$ cat config.mk
export PLATFORM = sky130hd
export DESIGN_NAME = cpu_ctrl
export DESIGN_NICKNAME = d
export VERILOG_FILES = /design/src/rtl/cpu_pkg.sv /design/src/rtl/cpu_decoder.sv /design/src/rtl/cpu_ctrl.sv
export SDC_FILE = /design/constraint.sdc
export NUM_CORES = 1
export LEC_CHECK = 0
export BUFFER_PORTS_ARGS = -buffer_cell sky130_fd_sc_hd__buf_2
export CORE_MARGIN = 3
export CORE_UTILIZATION = 40
export DETAILED_ROUTE_END_ITERATION = 8
export PLACE_DENSITY = 0.67
export SLEW_MARGIN = 20
export SYNTH_ARGS = -nofsm -noshare
export SYNTH_HDL_FRONTEND = slang
export SYNTH_SLANG_ARGS = --single-unit
$ cat constraint.sdc
create_clock -name clk -period 2.2 [get_ports clk]
set_clock_uncertainty 0.2 [all_clocks]
set_input_delay 0.22 -clock clk [delete_from_list [all_inputs] [get_ports clk]]
set_output_delay 0.22 -clock clk [all_outputs]
set_load 0.1 [all_outputs]
$ cat src/rtl/cpu_pkg.sv
// Shared definitions for the cpu_ctrl sequencer: opcodes, FSM states, operand-select and ALU codes.
// Pure declarations; no logic, no latency.
// No flow control involved.
package cpu_pkg;

  // Opcode values in instr[31:28]; 8..14 are undefined and treated as illegal.
  localparam logic [3:0] OP_NOP   = 4'd0;
  localparam logic [3:0] OP_ADD   = 4'd1;
  localparam logic [3:0] OP_SUB   = 4'd2;
  localparam logic [3:0] OP_ADDI  = 4'd3;
  localparam logic [3:0] OP_SUBI  = 4'd4;
  localparam logic [3:0] OP_AUIPC = 4'd5;
  localparam logic [3:0] OP_JR    = 4'd6;
  localparam logic [3:0] OP_MOV   = 4'd7;
  localparam logic [3:0] OP_HALT  = 4'd15;

  // Source for the ALU's first operand (num1).
  localparam logic [1:0] SEL_REG  = 2'd0;
  localparam logic [1:0] SEL_IM   = 2'd1;
  localparam logic [1:0] SEL_PC   = 2'd2;
  localparam logic [1:0] SEL_ZERO = 2'd3;

  // ALU operation: subtract computes num1 - num2.
  localparam logic ALU_SUB = 1'b0;
  localparam logic ALU_ADD = 1'b1;

  typedef enum logic [2:0] {
    FETCH  = 3'd0,
    DECODE = 3'd1,
    EXEC   = 3'd2,
    WB     = 3'd3,
    HALT   = 3'd4
  } state_t;

endpackage

$ cat src/rtl/cpu_decoder.sv
// Maps the latched opcode and immediate to ALU controls and writeback/terminate classification.
// Purely combinational, zero cycles.
// No flow control; outputs follow the inputs.
module cpu_decoder
  import cpu_pkg::*;
#(
  parameter int IMM_W = 13
) (
  input  logic [3:0]       op,
  input  logic [IMM_W-1:0] imm,
  output logic             alu_mode,
  output logic [1:0]       num1_cs,
  output logic             wb_reg,
  output logic             wb_pc_alu,
  output logic             is_halt,
  output logic             is_illegal,
  output logic [31:0]      imm_ext
);

  assign imm_ext = {{(32-IMM_W){imm[IMM_W-1]}}, imm};

  // Per-opcode classification; anything not listed falls through to illegal.
  always_comb begin
    alu_mode   = ALU_ADD;
    num1_cs    = SEL_ZERO;
    wb_reg     = 1'b0;
    wb_pc_alu  = 1'b0;
    is_halt    = 1'b0;
    is_illegal = 1'b0;
    case (op)
      OP_NOP: begin
        alu_mode = ALU_ADD;
        num1_cs  = SEL_ZERO;
      end
      OP_ADD: begin
        alu_mode = ALU_ADD;
        num1_cs  = SEL_REG;
        wb_reg   = 1'b1;
      end
      OP_SUB: begin
        alu_mode = ALU_SUB;
        num1_cs  = SEL_REG;
        wb_reg   = 1'b1;
      end
      OP_ADDI: begin
        alu_mode = ALU_ADD;
        num1_cs  = SEL_IM;
        wb_reg   = 1'b1;
      end
      OP_SUBI: begin
        alu_mode = ALU_SUB;
        num1_cs  = SEL_IM;
        wb_reg   = 1'b1;
      end
      OP_AUIPC: begin
        alu_mode = ALU_ADD;
        num1_cs  = SEL_PC;
        wb_reg   = 1'b1;
      end
      OP_JR: begin
        alu_mode  = ALU_ADD;
        num1_cs   = SEL_PC;
        wb_pc_alu = 1'b1;
      end
      OP_MOV: begin
        alu_mode = ALU_ADD;
        num1_cs  = SEL_ZERO;
        wb_reg   = 1'b1;
      end
      OP_HALT: begin
        is_halt = 1'b1;
      end
      default: begin
        is_illegal = 1'b1;
      end
    endcase
  end

endmodule

$ cat src/rtl/cpu_ctrl.sv
// Multi-cycle control sequencer: FETCH/DECODE/EXEC/WB loop with terminal HALT, IR and retire counter.
// 4 cycles per instruction when the fetch is acked on its first cycle.
// Fetch stalls in FETCH with im_req held high until im_ack; im_ack elsewhere is ignored.
module cpu_ctrl
  import cpu_pkg::*;
#(
  parameter int PC_STEP = 4,
  parameter int IMM_W   = 13
) (
  input  logic        clk,
  input  logic        rst_n,
  output logic        im_req,
  input  logic        im_ack,
  input  logic [31:0] instr,
  output logic [4:0]  reg_raddr0,
  output logic [4:0]  reg_raddr1,
  output logic        ALU_mode,
  output logic [1:0]  num1_CS,
  output logic [31:0] imm_out,
  output logic        reg_we,
  output logic [4:0]  reg_waddr,
  output logic        pc_we,
  output logic        pc_sel,
  output logic        halt,
  output logic        illegal,
  output logic [31:0] retired
);

  // The PC adder lives outside this block; the step only has to be sane.
  if (PC_STEP <= 0) begin : g_bad_pc_step
    $error("cpu_ctrl: PC_STEP must be positive");
  end

  state_t      state_q, state_d;
  logic [31:0] ir_q;
  logic        im_req_q;
  logic        fetch_fire;

  logic        dec_alu_mode;
  logic [1:0]  dec_num1_cs;
  logic        dec_wb_reg;
  logic        dec_wb_pc_alu;
  logic        dec_is_halt;
  logic        dec_is_illegal;
  logic [31:0] dec_imm;

  cpu_decoder #(.IMM_W(IMM_W)) u_decoder (
    .op         (ir_q[31:28]),
    .imm        (ir_q[IMM_W-1:0]),
    .alu_mode   (dec_alu_mode),
    .num1_cs    (dec_num1_cs),
    .wb_reg     (dec_wb_reg),
    .wb_pc_alu  (dec_wb_pc_alu),
    .is_halt    (dec_is_halt),
    .is_illegal (dec_is_illegal),
    .imm_ext    (dec_imm)
  );

  // im_req is registered so it stays low while in reset and rises on the first edge after release.
  assign im_req     = im_req_q;
  assign fetch_fire = (state_q == FETCH) && im_req_q && im_ack;

  // Register file addresses come straight from IR; they are stable from DECODE onward.
  assign reg_raddr0 = ir_q[22:18];
  assign reg_raddr1 = ir_q[17:13];

  // State, IR, fetch request and retire counter.
  always_ff @(posedge clk or negedge rst_n) begin
    if (!rst_n) begin
      state_q  <= FETCH;
      ir_q     <= '0;
      im_req_q <= 1'b0;
      retired  <= '0;
    end else begin
      state_q  <= state_d;
      im_req_q <= (state_d == FETCH);
      if (fetch_fire) begin
        ir_q <= instr;
      end
      if (state_q == WB) begin
        retired <= retired + 32'd1;
      end
    end
  end

  // Next state and per-state outputs; ALU controls are held from EXEC through WB.
  always_comb begin
    state_d   = state_q;
    ALU_mode  = ALU_SUB;
    num1_CS   = SEL_ZERO;
    imm_out   = '0;
    reg_we    = 1'b0;
    reg_waddr = '0;
    pc_we     = 1'b0;
    pc_sel    = 1'b0;
    halt      = 1'b0;
    illegal   = 1'b0;
    case (state_q)
      FETCH: begin
        if (fetch_fire) begin
          state_d = DECODE;
        end
      end
      DECODE: begin
        if (dec_is_halt || dec_is_illegal) begin
          state_d = HALT;
        end else begin
          state_d = EXEC;
        end
      end
      EXEC: begin
        ALU_mode = dec_alu_mode;
        num1_CS  = dec_num1_cs;
        imm_out  = dec_imm;
        state_d  = WB;
      end
      WB: begin
        ALU_mode  = dec_alu_mode;
        num1_CS   = dec_num1_cs;
        imm_out   = dec_imm;
        reg_we    = dec_wb_reg;
        reg_waddr = ir_q[27:23];
        pc_we     = 1'b1;
        pc_sel    = dec_wb_pc_alu;
        state_d   = FETCH;
      end
      HALT: begin
        halt    = 1'b1;
        illegal = dec_is_illegal;
      end
      default: begin
        state_d = FETCH;
      end
    endcase
  end

endmodule
==> results of run 1 <==
-- metal layers --
| metal | wire length [µm] | vias to the layer above | share of wire (%) |
|---|---|---|---|
| met3 | 364 | 10 | 4.8 |
| met4 | 131 | 0 | 1.7 |
| met5 | 0 | - | 0 |
| met1 | 3290 | 1204 | 44 |
| li1 | - | 1194 | - |
| met2 | 3770 | 78 | 50 |
-- critical path: cells and delay by family, from the launching register on --
kind	cells	cell delay (ns)
flops	1	0.59
buf+inv	1	0.23
simple gates	3	0.52
-- placed cells by master (no fill, tap or decap), types with 2 or more instances in the layout --
master and count:
clkbuf_8 9, buf_2 81, xnor2_1 27, nor3_1 3
xor2_1 7, and2_1 4, buf_12 43, nand4_1 14
buf_4 6, nor2_1 12, dfrtp_1 49, nand2_1 16
nand3_1 8, and2_2 12, inv_1 2, dlygate4sd3_1 33
nor3_2 2, nand2b_1 2, or2_2 2, clkinvlp_4 3
nand4b_1 2, dfrtp_2 19, and3_1 8, mux2_2 33
and3_2 3
-- state kept, by name, summed over array words and instances, names as in the netlist --
signal and flops:
ir_q 32, state_q 3, im_req 1, retired 32
-- synthesized netlist by cell type (all sizes together) --
cell     n
and2    16
clkbuf   2
xor2     7
and4     2
a21oi    2
nor4     1
xnor2   27
nand3b   1
mux2    33
dfrtp   68
nand3    8
or2      2
and3    11
and4b    1
o21bai   1
inv      2
ha       1
nand4b   3
nand2   16
nand2b   2
nor2    13
nor2b    1
nor3     5
nand4   15
buf     38
mux2i    1
o21ai    1
-- per-stage QoR --
step | worst slack, ns | hold WS, ns | cells
global route | 0.0218 | 0.253 | 522
global placement | 0.336 | 0.0669 | 472
detailed placement | 0.283 | 0.0746 | 472
floorplan | -0.255 | -0.276 | 280
CTS | 0.0415 | 0.232 | 521
finish | 0.104 | 0.229 | 522
-- final timing paths --
check	to	cells after the start	startpoint	slack, ns
setup / recovery	illegal	4	state_q[0]	0.10
hold / removal	retired[30]	3	rst_n	0.23
setup reg to reg	ir_q[14]	4	state_q[0]	0.25
hold reg to reg	retired[31]	1	retired[31]	0.27
max in group asynchronous	state_q[1]	3	rst_n	1.24
min in group clk	state_q[0]	3	im_ack	0.26
-- layout make-up --
type / count / area, µm² / area share (%)
clock buffers: 9 / 124 / 2.46
inverters: 2 / 7.51 / 0.149
clock inverters: 7 / 75.1 / 1.49
multi-input cells: 170 / 1340 / 26.6
flip-flops and latches: 68 / 1730 / 34.2
repair buffers: 163 / 1640 / 32.6
diodes: 1 / 2.50 / 0.0496
well taps: 102 / 128 / 2.53
-- logic make-up after synthesis --
family	count (synthesis)	share of synthesized area, %
AO/OA/AOI/OAI	4	0.681
XOR/XNOR	34	9.01
adder cells (fa/ha/maj)	1	0.378
buffers and inverters	42	8.97
flip-flops	68	51.5
multiplexers	34	11.5
AND/OR/NAND/NOR	97	17.9
-- power by group through the flow --
stage	combinational (W)	sequential, W	clock, W
floorplan	0.00355	0.00221	0
global placement	0.00490	0.00193	0
detailed placement	0.00494	0.00196	0
CTS	0.00500	0.00193	0.00106
global route	0.00511	0.00199	0.00110
finish	0.00497	0.00193	0.00102
-- what timing repair did --
| item | in CTS | in global routing |
|---|---|---|
| endpoints found under the hold margin | 100 | 0 |
| setup buffers | 0 | 0 |
| hold buffers | 33 | 0 |
| gates resized for setup | 2 | 1 |
| endpoints found under the setup margin | 22 | 1 |
==> run_results.csv, run 1 <==
group,metric,value,unit
status,status,"finished clean",
power,vdd_drop_max,0.00116,V
sta,fmax,477,MHz
final_layout,syn_to_final_growth,52.5,%
global_route,grt-ovfl-total,0,
power,power,0.00793,W
clock_tree,insertion_delay,0.34,ns
synthesis,avgSynthCellArea,11.8,µm²
synthesis,yosysTopAreaCellShare,51.5,%
final_layout,fin_nets,450,
sta,worst_pin_slew,0.506,ns
synthesis,ys_warn_count,0,
job,cap_violations,0,
clock_tree,clk_pin_slew,0.09,ns
floorplanning,die_h,96.9,µm
synthesis,syn_nets,316,
place,place_congestion,0.758,
final_layout,drive_above_1_share,53.5,%
global_route,grt_use_met3,3.46,%
critical_path,required,1.78,ns
critical_path,path_class,"reg2out",
critical_path,crit_path_end_kind,"output port",
floorplanning,ios,123,
clock_tree,cts-root-buf,"clkbuf_8",
critical_path,cp_max_fo,12,
final_layout,final_area,0.00504,mm²
synthesis,postSynthCellCount,280,
sta,finalCritPeriodShare,95.3,%
floorplanning,core,0.00789,mm²
power,p_clk_share,12.9,%
sta,max_slew_margin,66.5,%
drt,vias,2486,
global_route,gr-usage-met1,20.9,%
sta,hold_violations,0,
sta,tns,0,ns
sta,setup_violations,0,
clock_tree,cts_buffers,9,
global_route,grt_usage,16.4,%
final_layout,n_fill_cell,579,
floorplanning,start_util,41.9,%
global_route,grt_max_degree,69,
power,internal_power,0.00366,W
power,p_seq_share,24.4,%
clock_tree,h-tree-depth,3,
drt,finalWirelength,7550,µm
global_route,grt_pass1_vias,2557,
critical_path,crit_arrival,1.68,ns
clock_tree,clock-sinks,68,
drt,ant_nets,0,
drt,drt_pass1_iterations,4,
clock_tree,cts_tree,"done",
power,powerDensity,1570,mW/mm²
floorplanning,die_w,96.9,µm
hold_path,hold_class,"in2async",
drt,drt_iter0_markers,91,
power,switching_share,53.9,%
floorplanning,rows,32,
global_route,antenna_found_initial,1,
synthesis,yosys-top-cells-area,"dfrtp_1 51%, mux2_2 11%, xnor2_1 7.2%",
critical_path,cp-start-kind,"register",
drt,remaining_drc_errors,0,
critical_path,critPathSlowestCell,"dfrtp_1",
sta,rsz0062_at_grt,"no",
drt,via_per_inst,4.76,
synthesis,synth_area,0.00331,mm²
power,power_switching,0.00427,W
synthesis,synth_top_cell_by_area,"dfrtp_1",
global_route,grt_pass1_wl,12700,µm
sta,drv_slew,0,
drt,wire_per_inst,14.5,µm
place,dpl_cell_area,0.00450,mm²
synthesis,ys_seq_elements,68,
final_layout,post-route-util,63.9,%
critical_path,crit_chain,"nor2_1 -> and2_2 -> and3_2 -> buf_4",
clock_tree,cts_max_path_buffers,2,
global_route,top_usage_layer,"met2",
global_route,grt.met2_usage,26.6,%
place,portBuffers,122,
power,comb_power_share,62.7,%
power,p_leak,2.32,nW
sta,finalCriticalPeriod,2.10,ns
critical_path,max_stage_delay,0.59,ns
synthesis,yosysSeqAreaShare,51.5,%
place,dp_hpwl,5270,µm
synthesis,yosysUniqueCellTypes,34,
floorplanning,die_area,0.00939,mm²
(Power assumes the default switching activity.)
==> run 2: changes to the inputs <==
==> constraint.sdc (replaced) <==
create_clock -name clk -period 2.2 [get_ports clk]
set_clock_uncertainty 0.2 [all_clocks]
set_input_delay 0.22 -clock clk [delete_from_list [all_inputs] [get_ports clk]]
set_output_delay 0.22 -clock clk [all_outputs]
set_load 0.05 [all_outputs]
==> run 2 against run 1 <==
  * Flip-flop and latch count unchanged
  * Highest routed layer unchanged
  * First-iteration DRC count down 33%
  * Largest power group unchanged
  * Combinational power decreased by 43%
  * Sequential share of layout area grew 4.4 points
==> run_results.csv, run 2 (synthesis gave the netlist of run 1 again) <==
group,metric,value,unit
floorplanning,start_util,41.9,%
power,comb_power_share,50.4,%
floorplanning,ios,123,
critical_path,critPathSlowestCell,"dfrtp_2",
power,p_leak,2.22,nW
critical_path,crit_arrival,1.68,ns
sta,worst_pin_slew,0.369,ns
sta,fmax,476,MHz
global_route,top_usage_layer,"met2",
clock_tree,cts_buffers,9,
floorplanning,core,0.00789,mm²
drt,wire_per_inst,14.2,µm
final_layout,syn_to_final_growth,33.4,%
sta,holdWs,0.224,ns
clock_tree,cts_tree,"done",
sta,max_slew_margin,75.4,%
global_route,gr-usage-met1,20.2,%
power,p_clk_share,16.1,%
final_layout,drive_above_1_share,45.6,%
floorplanning,rows,32,
place,dp_worst_setup_slack,0.275,ns
power,internal_power,0.00300,W
floorplanning,die_w,96.9,µm
clock_tree,cts_post_setup_buffers_inserted,0,
sta,finalCriticalPeriod,2.10,ns
drt,finalWirelength,7380,µm
drt,drt_pass1_iterations,4,
global_route,grt_use_met3,3.17,%
sta,hold_violations,0,
final_layout,top_regs,"ir_q x32, retired x32, state_q x3",
final_layout,diodes,0,
clock_tree,clock-sinks,68,
status,status,"finished clean",
place,dpl_cell_area,0.00384,mm²
critical_path,crit_chain,"nor2b_1 -> buf_4 -> and2_4 -> buf_4",
drt,via_per_inst,4.77,
global_route,grt_pass1_wl,12400,µm
critical_path,required,1.78,ns
sta,finalCritPeriodShare,95.5,%
final_layout,final_common_cell,"buf_2",
final_layout,fin_nets,451,
critical_path,path_class,"reg2out",
drt,ant_nets,0,
critical_path,cp_num_buf_inv,2,
global_route,antenna_found_initial,0,
place,portBuffers,122,
sta,drv_slew,0,
critical_path,path_delay_family,"buffers and inverters",
drt,vias,2487,
critical_path,cp_max_fo,19,
critical_path,critPathMostFrequentCell,"buf_4",
critical_path,cp-start-kind,"register",
critical_path,crit_path_end_kind,"output port",
critical_path,max_stage_delay,0.44,ns
clock_tree,cts-root-buf,"clkbuf_8",
global_route,grt_max_degree,69,
sta,setup_violations,0,
power,switching_share,46.7,%
power,vdd_drop_max,0.000851,V
job,cap_violations,0,
place,place_congestion,0.753,
final_layout,final_area,0.00441,mm²
clock_tree,h-tree-depth,3,
clock_tree,clk_pin_slew,0.07,ns
drt,remaining_drc_errors,0,
final_layout,layout_common_cells,"101 x buf_2, 67 x dfrtp_1, 33 x mux2_2, 33 x dlygate4sd3_1, 27 x xnor2_1",
drt,drt_iter0_markers,61,
sta,layout_setup_ws,0.0993,ns
global_route,grt_pass1_vias,2502,
floorplanning,die_area,0.00939,mm²
clock_tree,cts_max_path_buffers,2,
global_route,grt_usage,16.2,%
power,powerDensity,1280,mW/mm²
global_route,grt-ovfl-total,0,
floorplanning,die_h,96.9,µm
power,p_seq_share,33.6,%
clock_tree,insertion_delay,0.33,ns
power,power_switching,0.00263,W
global_route,grt.met2_usage,27.2,%
sta,rsz0062_at_grt,"yes",
place,dp_hpwl,4870,µm
hold_path,hold_class,"in2async",
-- run 2: cell type report --
cell class / count / area, µm²
Fill cell: 711 / 3480
Sequential cell: 68 / 1700
Multi-Input combinational cell: 171 / 1330
Timing Repair Buffer: 163 / 1080
Clock buffer: 13 / 159
Tap cell: 102 / 128
Clock inverter: 2 / 10.0
Inverter: 2 / 7.51
-- run 2: per-layer routing --
layer  share of wire (%)  up-vias
met5                   0        -
met4                 2.2        0
met3                 4.6       14
met2                  51       74
met1                  42     1209
li1                    -     1190
-- run 2: worst register-to-register path: stages (launching register included) --
cell and delay (ns):
dfrtp_2 0.46, nor2_1 0.13, and4b_1 0.28, buf_12 0.21
mux2_2 0.36
-- run 2: path summary, 6_finish.rpt --
kind | end | slack (ns) | cells past startpoint | from
setup / recovery | imm_out[12] | 0.1 | 4 | state_q[1]
hold / removal | retired[30] | 0.22 | 3 | rst_n
max in group asynchronous | state_q[1] | 1.25 | 3 | rst_n
min in group clk | retired[31] | 0.29 | 1 | retired[31]
setup reg to reg | ir_q[16] | 0.44 | 4 | state_q[1]
hold reg to reg | retired[31] | 0.29 | 1 | retired[31]
-- run 2: repair_timing --
action	in CTS	in global routing
gates cloned	0	1
endpoints found under the setup margin	22	22
pin swaps	0	0
hold endpoints to repair	100	0
hold buffers	33	0
gates resized for setup	23	3
-- run 2: stage by stage --
stage | total power, W | TNS [ns] | utilization (%) | std cells
floorplan | 0.00427 | -0.0839 | - | 280
global placement | 0.00456 | 0 | 48.7 | 472
detailed placement | 0.00461 | 0 | 48.7 | 472
CTS | 0.00566 | 0 | 55.8 | 520
global route | 0.00592 | -0.428 | 55.9 | 521
finish | 0.00563 | 0 | 55.9 | 521
-- run 2: power by group through the flow --
| stage | sequential, W | clock (W) | combinational (W) |
|---|---|---|---|
| after floorplan | 0.00201 | 0 | 0.00225 |
| after global placement | 0.00189 | 0 | 0.00267 |
| after detailed placement | 0.00191 | 0 | 0.00270 |
| after CTS | 0.00189 | 0.000943 | 0.00283 |
| after global routing | 0.00195 | 0.000980 | 0.00299 |
| final | 0.00189 | 0.000904 | 0.00284 |
